[src/rtl/spw_rx_decoder.sv]
// SpaceWire receive decoder: recovers bits from the D/S line pair, assembles
// characters, checks parity and escape sequences, and hands N-chars to the
// receive FIFO. Flags NULL/FCT/time-code arrivals and latches link errors.
//
// state    | meaning
// ---------+-----------------------------------------------------------
// IDLE     | receiver disabled, flags cleared
// WAIT_BIT | enabled, waiting for the first bit event on the link
// RUN      | decoding characters, disconnect timer running
// ERR      | an error flag is set; decoding halted until rx_enable drops
module spw_rx_decoder #(
  parameter int DISC_CYCLES = 85,
  parameter int DWIDTH      = 9
) (
  input  logic              clock,
  input  logic              reset,
  input  logic              rx_enable,
  input  logic              d_in,
  input  logic              s_in,
  input  logic              f_full,
  output logic              wr_en,
  output logic [DWIDTH-1:0] data_out,
  output logic              got_null,
  output logic              got_fct,
  output logic              got_time_code,
  output logic [7:0]        time_out,
  output logic              first_null_seen,
  output logic              parity_error,
  output logic              escape_error,
  output logic              disconnect_error,
  output logic              rx_overflow
);

  localparam int CW = $clog2(DISC_CYCLES + 1);

  typedef enum logic [1:0] {IDLE, WAIT_BIT, RUN, ERR} state_t;

  state_t            state_q, state_d;
  logic              d_q, s_q;
  logic [3:0]        bit_cnt_q, bit_cnt_d;
  logic              par_bit_q, par_bit_d;
  logic              ctrl_q, ctrl_d;
  logic [7:0]        shift_q, shift_d;
  logic              run_par_q, run_par_d;
  logic              prev_par_q, prev_par_d;
  logic              first_char_q, first_char_d;
  logic              esc_q, esc_d;
  logic [CW-1:0]     disc_q, disc_d;
  logic              wr_en_q, wr_en_d;
  logic [DWIDTH-1:0] data_q, data_d;
  logic              null_q, null_d;
  logic              fct_q, fct_d;
  logic              tc_q, tc_d;
  logic [7:0]        time_q, time_d;
  logic              fns_q, fns_d;
  logic              perr_q, perr_d;
  logic              eerr_q, eerr_d;
  logic              derr_q, derr_d;
  logic              ovf_q, ovf_d;

  logic              d_chg, s_chg, bit_evt, both_chg;
  logic [7:0]        shifted;
  logic              char_done;
  logic [8:0]        nchar;
  logic              do_write;
  logic [CW-1:0]     disc_inc;

  assign d_chg    = d_in ^ d_q;
  assign s_chg    = s_in ^ s_q;
  assign bit_evt  = d_chg ^ s_chg;
  assign both_chg = d_chg & s_chg;
  assign shifted  = {d_in, shift_q[7:1]};
  assign disc_inc = disc_q + CW'(1);

  // Next-state, bit assembly, character decode and output pulse generation.
  always_comb begin
    state_d      = state_q;
    bit_cnt_d    = bit_cnt_q;
    par_bit_d    = par_bit_q;
    ctrl_d       = ctrl_q;
    shift_d      = shift_q;
    run_par_d    = run_par_q;
    prev_par_d   = prev_par_q;
    first_char_d = first_char_q;
    esc_d        = esc_q;
    disc_d       = disc_q;
    wr_en_d      = 1'b0;
    data_d       = data_q;
    null_d       = 1'b0;
    fct_d        = 1'b0;
    tc_d         = 1'b0;
    time_d       = time_q;
    fns_d        = fns_q;
    perr_d       = perr_q;
    eerr_d       = eerr_q;
    derr_d       = derr_q;
    ovf_d        = ovf_q;
    char_done    = 1'b0;
    nchar        = 9'h000;
    do_write     = 1'b0;

    if (!rx_enable) begin
      state_d   = IDLE;
      bit_cnt_d = 4'd0;
      disc_d    = '0;
      esc_d     = 1'b0;
      fns_d     = 1'b0;
      perr_d    = 1'b0;
      eerr_d    = 1'b0;
      derr_d    = 1'b0;
      ovf_d     = 1'b0;
    end else begin
      case (state_q)
        IDLE: begin
          state_d      = WAIT_BIT;
          bit_cnt_d    = 4'd0;
          disc_d       = '0;
          esc_d        = 1'b0;
          first_char_d = 1'b1;
        end
        WAIT_BIT, RUN: begin
          if (both_chg) begin
            derr_d = 1'b1;
          end else if (bit_evt) begin
            state_d = RUN;
            disc_d  = '0;
            case (bit_cnt_q)
              4'd0: begin
                par_bit_d = d_in;
                bit_cnt_d = 4'd1;
              end
              4'd1: begin
                ctrl_d       = d_in;
                run_par_d    = 1'b0;
                bit_cnt_d    = 4'd2;
                first_char_d = 1'b0;
                // parity spans the previous character's payload plus P and flag
                if (!first_char_q && !(prev_par_q ^ par_bit_q ^ d_in))
                  perr_d = 1'b1;
              end
              default: begin
                shift_d   = shifted;
                run_par_d = run_par_q ^ d_in;
                bit_cnt_d = bit_cnt_q + 4'd1;
                if ((ctrl_q && bit_cnt_q == 4'd3) || (!ctrl_q && bit_cnt_q == 4'd9)) begin
                  char_done  = 1'b1;
                  bit_cnt_d  = 4'd0;
                  prev_par_d = run_par_q ^ d_in;
                end
              end
            endcase
          end else if (state_q == RUN) begin
            disc_d = disc_inc;
            if (disc_inc == CW'(DISC_CYCLES))
              derr_d = 1'b1;
          end

          // Control code is the two payload bits taken LSB-first.
          if (char_done) begin
            if (ctrl_q) begin
              case (shifted[7:6])
                2'b11: begin
                  if (esc_q) begin
                    if (fns_q) eerr_d = 1'b1;
                  end else begin
                    esc_d = 1'b1;
                  end
                end
                2'b00: begin
                  if (esc_q) begin
                    null_d = 1'b1;
                    fns_d  = 1'b1;
                    esc_d  = 1'b0;
                  end else if (fns_q) begin
                    fct_d = 1'b1;
                  end
                end
                default: begin
                  if (esc_q) begin
                    esc_d = 1'b0;
                    if (fns_q) eerr_d = 1'b1;
                  end else if (fns_q) begin
                    do_write = 1'b1;
                    nchar    = (shifted[7:6] == 2'b01) ? 9'h100 : 9'h101;
                  end
                end
              endcase
            end else begin
              if (esc_q) begin
                esc_d = 1'b0;
                if (fns_q) begin
                  tc_d   = 1'b1;
                  time_d = shifted;
                end
              end else if (fns_q) begin
                do_write = 1'b1;
                nchar    = {1'b0, shifted};
              end
            end
          end

          if (do_write) begin
            if (f_full) begin
              ovf_d = 1'b1;
            end else begin
              wr_en_d = 1'b1;
              data_d  = DWIDTH'(nchar);
            end
          end

          if (perr_d || eerr_d || derr_d || ovf_d)
            state_d = ERR;
        end
        default: begin
          // ERR: hold everything until rx_enable is dropped
        end
      endcase
    end
  end

  // State and datapath registers; async reset returns to a clean idle link.
  always_ff @(posedge clock or negedge reset) begin
    if (!reset) begin
      state_q      <= IDLE;
      d_q          <= 1'b0;
      s_q          <= 1'b0;
      bit_cnt_q    <= 4'd0;
      par_bit_q    <= 1'b0;
      ctrl_q       <= 1'b0;
      shift_q      <= 8'h00;
      run_par_q    <= 1'b0;
      prev_par_q   <= 1'b0;
      first_char_q <= 1'b0;
      esc_q        <= 1'b0;
      disc_q       <= '0;
      wr_en_q      <= 1'b0;
      data_q       <= '0;
      null_q       <= 1'b0;
      fct_q        <= 1'b0;
      tc_q         <= 1'b0;
      time_q       <= 8'h00;
      fns_q        <= 1'b0;
      perr_q       <= 1'b0;
      eerr_q       <= 1'b0;
      derr_q       <= 1'b0;
      ovf_q        <= 1'b0;
    end else begin
      state_q      <= state_d;
      d_q          <= d_in;
      s_q          <= s_in;
      bit_cnt_q    <= bit_cnt_d;
      par_bit_q    <= par_bit_d;
      ctrl_q       <= ctrl_d;
      shift_q      <= shift_d;
      run_par_q    <= run_par_d;
      prev_par_q   <= prev_par_d;
      first_char_q <= first_char_d;
      esc_q        <= esc_d;
      disc_q       <= disc_d;
      wr_en_q      <= wr_en_d;
      data_q       <= data_d;
      null_q       <= null_d;
      fct_q        <= fct_d;
      tc_q         <= tc_d;
      time_q       <= time_d;
      fns_q        <= fns_d;
      perr_q       <= perr_d;
      eerr_q       <= eerr_d;
      derr_q       <= derr_d;
      ovf_q        <= ovf_d;
    end
  end

  assign wr_en            = wr_en_q;
  assign data_out         = data_q;
  assign got_null         = null_q;
  assign got_fct          = fct_q;
  assign got_time_code    = tc_q;
  assign time_out         = time_q;
  assign first_null_seen  = fns_q;
  assign parity_error     = perr_q;
  assign escape_error     = eerr_q;
  assign disconnect_error = derr_q;
  assign rx_overflow      = ovf_q;

endmodule

[config.mk]
export PLATFORM = sky130hd
export DESIGN_NAME = spw_rx_decoder
export DESIGN_NICKNAME = d
export VERILOG_FILES = /design/src/rtl/spw_rx_decoder.sv
export SDC_FILE = /design/constraint.sdc
export NUM_CORES = 1
export LEC_CHECK = 0
export ABC_AREA = 1
export BUFFER_PORTS_ARGS = -buffer_cell sky130_fd_sc_hd__buf_2
export CORE_AREA = 8 8 92 73
export CTS_BUF_LIST = sky130_fd_sc_hd__clkbuf_4 sky130_fd_sc_hd__clkbuf_8
export DETAILED_ROUTE_END_ITERATION = 8
export DIE_AREA = 0 0 100 81
export GPL_TIMING_DRIVEN = 1
export PLACE_DENSITY_LB_ADDON = 0.12
export SYNTH_ARGS = -nofsm -noshare
export SYNTH_HDL_FRONTEND = slang
export SYNTH_SLANG_ARGS = --single-unit
[constraint.sdc]
create_clock -name clock -period 3.4 [get_ports clock]
set_clock_uncertainty 0.1 [all_clocks]
set_input_delay 0.17 -clock clock [delete_from_list [all_inputs] [get_ports clock]]
set_output_delay 0.17 -clock clock [all_outputs]
set_load 0.01 [all_outputs]
-- Yosys cells after proc, flatten, opt, wreduce, memory -nomap -nowiden
Cells that the tools add are included.
- reductions and logical operators: 30
- $add $sub $neg: 2
- multiplexer cells: 104
- bitwise operators: 12
- equal/unequal tests: 23
- operators with widths (cell ; count):
    1-bit 2-to-1 mux ; 78
    9-bit 2-to-1 mux ; 5
    5-bit AND reduction ; 6
    7-bit 2-to-1 mux ; 4
    4-bit 2-to-1 mux ; 4
    8-bit 2-to-1 mux ; 2
    4-bit case mux with 2 select lines ; 2
    7-bit case mux with 2 select lines ; 1
    2-bit by 1-bit != test with 1-bit output (second input constant) ; 6
    4-bit != test (second input constant) ; 3
    6-bit AND reduction ; 2
    3-bit != test (second input constant) ; 3
    3-bit AND reduction ; 3
    2-bit 2-to-1 mux ; 4
    7-bit by 1-bit adder with 7-bit output (second input constant) ; 1
    7-bit equality test (second input constant) ; 1
    1-bit case mux with 2 select lines ; 3
    2-bit OR reduction ; 3
    1-bit XOR ; 6
    1-bit NOT ; 5
    4-bit by 1-bit adder with 4-bit output (second input constant) ; 1
    2-bit by 1-bit equality test with 1-bit output (second input constant) ; 2
    2-bit equality test (second input constant) ; 2
    4-bit by 1-bit equality test with 1-bit output (second input constant) ; 1
    other kinds (14) ; 23
- output and inout bits: 26
- input bits: 6
- register bits after elaboration: 55
- logic and storage cells: 194

-- Depth between registers and ports, before layout
Gate-level depths: netlist of run 1.
- word-level depth: 19
- mapped depth: 14
- depth with buffers taken out: 13

-- Worst setup path after synthesis of run 1
No wires, ideal clock.
- path type: flip-flop to flip-flop
- start: reg s_q
- end: reg data_q[7] (netlist: data_out[7])
- required time: 3.172 ns
- arrival time: 1.756 ns
- clock period less this slack: 1.984 ns
- slack: 1.416 ns
- library setup time: 0.128 ns
- buffers on the path: 1
- stages on the path, launching flop included: 13
- cells stage by stage: dfrtp_1 > xor2_1 > ha_1 > nand2_1 > inv_1 > nand2_2 > nor2_4 > nand2_2 > nor2_4 > nand2_4 > buf_6 > nand2_1 > o31ai_1
- longest elaborated chain between the ends: 10
- elaborated cells between the ends (all ways): 12
- classes of those cells: mux (8); bitwise (3); reduce/logical (1)
- RTL lines (item ; line ; text):
    from (decl) ; 39 ; logic d_q, s_q;
    from (signal assigned) ; 250 ; s_q <= s_in;
    1-bit XOR * ; 69 ; assign s_chg = s_in ^ s_q;
    1-bit XOR ; 70 ; assign bit_evt = d_chg ^ s_chg;
    1-bit 2-to-1 mux ; 124 ; end else if (bit_evt) begin
    1-bit 2-to-1 mux * ; 122 ; if (both_chg) begin
    1-bit 2-to-1 mux * ; 113 ; case (state_q)
    1-bit 2-to-1 mux * ; 102 ; if (!rx_enable) begin
    1-bit 2-to-1 mux ; 159 ; if (char_done) begin
    1-bit 2-to-1 mux ; 113 ;
    1-bit 2-to-1 mux ; 102 ;
    4-bit AND reduction (no line) ; - ;
    to (signal assigned) ; 261 ; data_q <= data_d;
    to (decl) ; 50 ; logic [DWIDTH-1:0] data_q, data_d;
Every way passes the cells marked *; elsewhere a longest branch is shown, timed or not. The select of a mux whose other input is x is not followed.
A chain may end at the register's enable or synchronous reset.

-- Worst setup path in the final report of run 1
- start: in d_in
- end: reg data_q[7] (netlist: data_out[7])
- longest elaborated chain between the ends: 10
- elaborated cells between the ends (all ways): 21
- classes of those cells: eq/ne (1); mux (14); bitwise (3); reduce/logical (3)
- RTL lines (item ; line ; text):
    from (decl) ; 18 ; input logic d_in,
    1-bit XOR ; 68 ; assign d_chg = d_in ^ d_q;
    1-bit XOR ; 70 ;
    1-bit 2-to-1 mux ; 124 ;
    1-bit 2-to-1 mux ; 122 ;
    1-bit 2-to-1 mux ; 113 ;
    1-bit 2-to-1 mux ; 102 ;
    1-bit 2-to-1 mux ; 159 ;
    1-bit 2-to-1 mux ; 113 ;
    1-bit 2-to-1 mux ; 102 ;
    4-bit AND reduction (no line) ; - ;
Parallel ways exist; a longest one is shown, timed or not. The select of a mux whose other input is x is not followed.

==> results.md, run 1 <==
- DR iter-0 viols: 69
- Via Count: 2153
- P&R area growth vs syn: 13.5%
- Min-delay src: rx_enable
- Largest family of logic cells by synthesized area: simple AND/OR/NAND/NOR gates
- Distinct cells, synth: 34
- Final worst slack: 1020 ps
- Minimum clock period: 2380 ps
- Final cell count without fillers: 433
- Die Height: 81 um
- Vias in the first global route: 2059
- Slew at the pin closest to its max-slew limit: 508 ps
- CTS Sinks: 54
- Worst VDD drop: 289 uV
- Initial antenna violation count: 0
- Die X: 100 um
- Initial core utilization: 53.4%
- Crit path launch type: input port
- DR DRC count: 0
- First-pass GRT wire length: 10100 um
- DIE AREA: 8100 um^2
- Max Clock Freq: 0.420 GHz
- Post-Synth XOR/XNOR Area: 1.57%
- Clk_lat worst skew: 310 ps
- Port Buffers: 31
- Fin crit share: 70.0%
- Combinational share of power: 28.3%
- Final instance area: 3170 um^2
- Routed len/inst: 13.6 um
- CP required: 3520 ps
- Antenna diode count: 0
- Gr usage total: 15.5%
- Hold endpoint: escape_error
- Final wirelength: 5890 um
- HPWL after detailed placement: 4530 um
- Crit path launch: d_in
- Register bit total from synthesis: 54
- P_sw: 0.614 mW
- Fillers: 474
- Sw Ratio: 36.5%
- Int Power: 1.07 mW
- PwrDens: 530 nW/um^2
- Synthesized net count: 336
- Post-Route Setup TNS: 0 ps
- Clock group share of total power: 26.6%
- Worst reg-to-reg path cell count: 10
- Root Driver: clkbuf_8
- Seq/Total Area, Yosys: 48.3%
- Clock buffer depth: 2
- Max-slew violations: 0
- Cell count after synthesis: 318
- Leak: 1.59 nW
- Commonest non-fill, non-tap cells in the layout: 71 x nand2_1, 54 x dfrtp_1, 47 x inv_1, 31 x buf_2, 23 x o21ai_0
- Worst hold stages: 3
- Row cnt: 23
- Critical setup path kind: in -> reg
- Synth Area in Compound Gates: 13.0%
- CTS tree: built
- CP endpoint kind: flop
- Pwr Total: 1.68 mW
- Outcome: completed
- Dpl cell area: 3030 um^2
- Commonest non-fill, non-tap cell in the layout: nand2_1
- Post-Place Cells: 422
- Max-slew headroom: 66.1%
- Mapped cell area: 2800 um^2
- Final Hold Fails: 0
- Reg-to-Reg End: data_out[7]
- Number of synthesis warnings: 0
- Flop-to-flop setup slack: 1240 ps
- Share of power burned in registers: 45.2%
- Worst min path class: in -> reg
- Core area: 5240 um^2
- RD Place Congestion: 0.908
- Mux share of post-synthesis cell area: 0%
- RR Startpoint: s_q
- Dpl ws: 1250 ps
- Post-CTS Resized: 0
- Io pins: 32
- Pre-antenna DRT Iters: 4
- TritonCTS Buffers: 5
- Vias per cell: 4.97
- Arr. time, crit path: 2490 ps
- Area share of fa/ha/maj cells after synthesis: 5.37%
- Setup Viol. Count Final: 0
- Max-cap violations: 0
- Pin count of the biggest net entering global routing: 33
- CTS clk-pin slew, worst paths: 100 ps
- Antenna-violating nets left: 0
- Simple-Gate Fraction of Synth Area: 23.8%
- Share of layout cells above drive strength 1: 21.5%
- Layout Nets: 375
- Gr ovfl total: 0
- Synth Area per Inst: 8.79 um^2
- RSZ-0062 raised after global routing: no
- Crit Path Max Fanout: 19
- H-Tree Level Count: 2
-- how the worst max path moves through the flow --
stage                     slack, ps           to
after global placement         1310  data_out[3]
after detailed placement       1250  data_out[7]
after CTS                      1030  data_out[7]
after floorplan                1420  data_out[7]
after global routing            880  data_out[2]
final                          1020  data_out[7]
-- cell type report --
type	count	area [um^2]	share of cell area, %
multi-input combinational	209	1220	38.5
tap	75	93.8	2.96
clock inverter	3	47.5	1.50
inverter	52	198	6.23
timing repair buffer	35	193	6.07
sequential	54	1350	42.6
clock buffer	5	68.8	2.17
-- kinds of logic after synthesis --
group / after synthesis
AO/OA/AOI/OAI: 56
adder cells (fa/ha/maj): 12
AND/OR/NAND/NOR: 136
buffers and inverters: 55
XOR/XNOR: 5
flip-flops: 54
-- worst max-delay path: stages --
cell	delay (ps)
dlygate4sd3_1	530
buf_2	180
xor2_1	170
ha_1	310
nand2_1	130
inv_1	170
nand2_2	90
nor2_4	170
nand2_2	80
nor2_4	100
nand2_4	150
o31ai_1	250
-- timing repair --
item	4_1_cts	5_1_grt
endpoints found under the setup margin	0	0
endpoints found under the hold margin	24	0
hold buffers	3	0
setup buffers	0	0
-- synth_stat cells (all sizes together) --
cell    instances  area, um^2
nor4            1        6.26
clkbuf          1        3.75
a32o            1        10.0
buf             2        22.5
nor3b           1        7.51
nor3            5        25.0
ha             12         150
nor2           29         151
xnor2           2        17.5
a21boi          1        7.51
a31oi           3        18.8
xor2            3        26.3
o211ai          1        7.51
o31ai           8        65.1
a21oi           3        15.0
inv            51         194
nand2          83         357
nand4           2        12.5
clkinv          1        3.75
dfrtp          54        1350
o21ai          34         208
o22ai           5        31.3
nand3          15         105
-- power groups by stage --
stage | Sequential [mW] | Clock, mW | Combinational, mW
after floorplan | 0.759 | 0 | 0.345
after global placement | 0.768 | 0 | 0.465
after detailed placement | 0.772 | 0 | 0.473
after CTS | 0.759 | 0.455 | 0.477
after global routing | 0.769 | 0.483 | 0.536
final | 0.759 | 0.447 | 0.475
-- routing by layer --
metal / GRT usage (%) / wire length [um] / up-vias
met1: 22.3 / 3100 / 1000
met3: 3.33 / 266 / 4
met5: 0 / 0 / -
li1: - / - / 1102
met4: 3.46 / 36 / 0
met2: 23.3 / 2490 / 47
-- flip-flops by register name, indices dropped and copies added, names as in the netlist, 2 cells and up --
signal / cells
shift_q: 7
bit_cnt_q: 4
state_q: 2
data_out: 9
disc_q: 7
time_out: 8
-- per-stage QoR --
stage / hold slack, ps / utilization (%)
after global routing: 73.5 / 60.6
final: 61.4 / 60.6
after CTS: 66.7 / 60.6
after floorplan: -226 / -
after detailed placement: 73.8 / 57.8
after global placement: 64.9 / 57.8
No activity file was read; power rests on OpenSTA's default activity.
==> run 2, diff against run 1 <==
==> constraint.sdc (replaced) <==
create_clock -name clock -period 2.3 [get_ports clock]
set_clock_uncertainty 0.1 [all_clocks]
set_input_delay 0.115 -clock clock [delete_from_list [all_inputs] [get_ports clock]]
set_output_delay 0.115 -clock clock [all_outputs]
set_load 0.01 [all_outputs]
==> run 2 against run 1 <==
  * Via count decreased by 0.70%
  * Largest power group unchanged
  * Clock power increased by 19%
  * First-iteration DRC count increased by 19%
  * Non-clock buffer count grew 2
  * Critical path type unchanged
==> results.md, run 2 (synthesized netlist as in run 1, its figures left out) <==
- Final instance area: 3190 um^2
- Fillers: 469
- CTS Sinks: 54
- Dpl cell area: 3050 um^2
- Commonest non-fill, non-tap cell in the layout: nand2_1
- RD Place Congestion: 0.946
- First-pass GRT wire length: 9940 um
- Die Height: 81 um
- HPWL after detailed placement: 4420 um
- Clock buffer depth: 2
- P&R area growth vs syn: 14.0%
- Antenna diode count: 0
- Clk_lat worst skew: 310 ps
- Core Util, Final: 60.9%
- Leak: 1.59 nW
- Seq. cell area: 1350 um^2
- Critical setup path kind: in -> reg
- Flop-to-flop setup slack: 240 ps
- DIE AREA: 8100 um^2
- Layout Nets: 377
- Initial core utilization: 53.4%
- Crit path launch type: input port
- Pin count of the biggest net entering global routing: 55
- Worst min path class: in -> reg
- DR iter-0 viols: 82
- Dpl ws: 166 ps
- Vias in the first global route: 2013
- Final worst slack: 159 ps
- Die X: 100 um
- Root Driver: clkbuf_8
- RSZ-0062 raised after global routing: yes
- H-Tree Level Count: 2
- Minimum clock period: 2140 ps
- Antenna-violating nets left: 0
- Max-slew headroom: 70.9%
- CTS tree: built
- Core area: 5240 um^2
- Port Buffers: 31
- DR DRC count: 0
- Initial antenna violation count: 0
- Crit Path Max Fanout: 19
- Via Count: 2138
- Share of layout cells above drive strength 1: 23.1%
- CP required: 2430 ps
- Slew at the pin closest to its max-slew limit: 435 ps
- Multi-input gate area: 1240 um^2
- Final wirelength: 5840 um
- Setup Viol. Count Final: 0
- Row cnt: 23
- Gr ovfl total: 0
- Fin crit share: 93.1%
- Max-slew violations: 0
- Setup Fix Bufs, Post-CTS: 0
- Io pins: 32
- Gr usage total: 15.5%
- Arr. time, crit path: 2270 ps
- TritonCTS Buffers: 5
- Commonest non-fill, non-tap cells in the layout: 71 x nand2_1, 54 x dfrtp_1, 46 x inv_1, 31 x buf_2, 23 x o21ai_0
- Final Hold Fails: 0
- Pre-antenna DRT Iters: 4
- CP endpoint kind: flop
- Max Clock Freq: 0.467 GHz
- PwrDens: 736 nW/um^2
- Max reg flops: 9
- Vias per cell: 4.91
- Routed len/inst: 13.4 um
- CTS clk-pin slew, worst paths: 100 ps
- Outcome: completed
- Worst VDD drop: 446 uV
- Max-cap violations: 0
[run 2: cell count changes in the layout (fill, tap and decap cells not counted), sizes merged]
cell | previous run | this run
inv | 52 | 51
bufinv | 1 | 0
buf | 32 | 34
clkinv | 2 | 3
clkbuf | 5 | 6
[run 2: report_power, final]
part	internal, mW	switching (mW)	leakage (nW)
Combinational	0.213	0.484	0.811
Clock	0.227	0.302	0.0486
Sequential	1.04	0.0847	0.735
[run 2: worst max-delay path: stages]
cell           delay (ps)
dlygate4sd3_1         520
buf_2                 140
xor2_1                140
ha_1                  310
nand2_1               130
inv_2                 120
nand2_2                70
nor2_4                160
nand2_2                80
nor2_4                 90
nand2_4               150
o31ai_1               230
[run 2: final cells by class]
class	count	area share [%]
Timing Repair Buffer	37	6.90
Clock inverter	2	0.432
Multi-Input combinational cell	209	38.8
Inverter	52	6.20
Clock buffer	6	2.39
Tap cell	75	2.94
Sequential cell	54	42.4
[run 2: metal layers]
| layer | global-route usage, % | vias to the layer above | share of wire, % |
|---|---|---|---|
| met3 | 3.33 | 7 | 5.8 |
| met1 | 22.5 | 971 | 52 |
| met2 | 22.2 | 50 | 41 |
| met4 | 5.41 | 0 | 1.2 |
| li1 | - | 1110 | - |
| met5 | 0 | - | 0 |
[run 2: worst paths after layout]
path | from | endpoint | cells past startpoint
max | s_in | data_out[7] | 12
min | d_in | d_q | 2
max reg2reg | s_q | data_out[7] | 10
min reg2reg | time_out[5] | time_out[5] | 2
max in group asynchronous | reset | shift_q[3] | 3
min in group asynchronous | reset | disc_q[4] | 3
[run 2: what timing repair did]
action,CTS,global route
endpoints found under the setup margin,0,8
endpoints found under the hold margin,56,0
resized for setup,0,4
hold buffers,3,0
[run 2: stage by stage]
| step | std cells | TNS, ps | hold slack, ps | power, mW |
|---|---|---|---|---|
| detailed placement | 424 | 0 | 34.6 | 1.83 |
| global route | 435 | -0.366 | 24.1 | 2.51 |
| CTS | 435 | 0 | 14.2 | 2.37 |
| global placement | 424 | 0 | 33.1 | 1.82 |
| finish | 435 | 0 | 32.3 | 2.35 |
| floorplan | 318 | 0 | -281 | 1.63 |
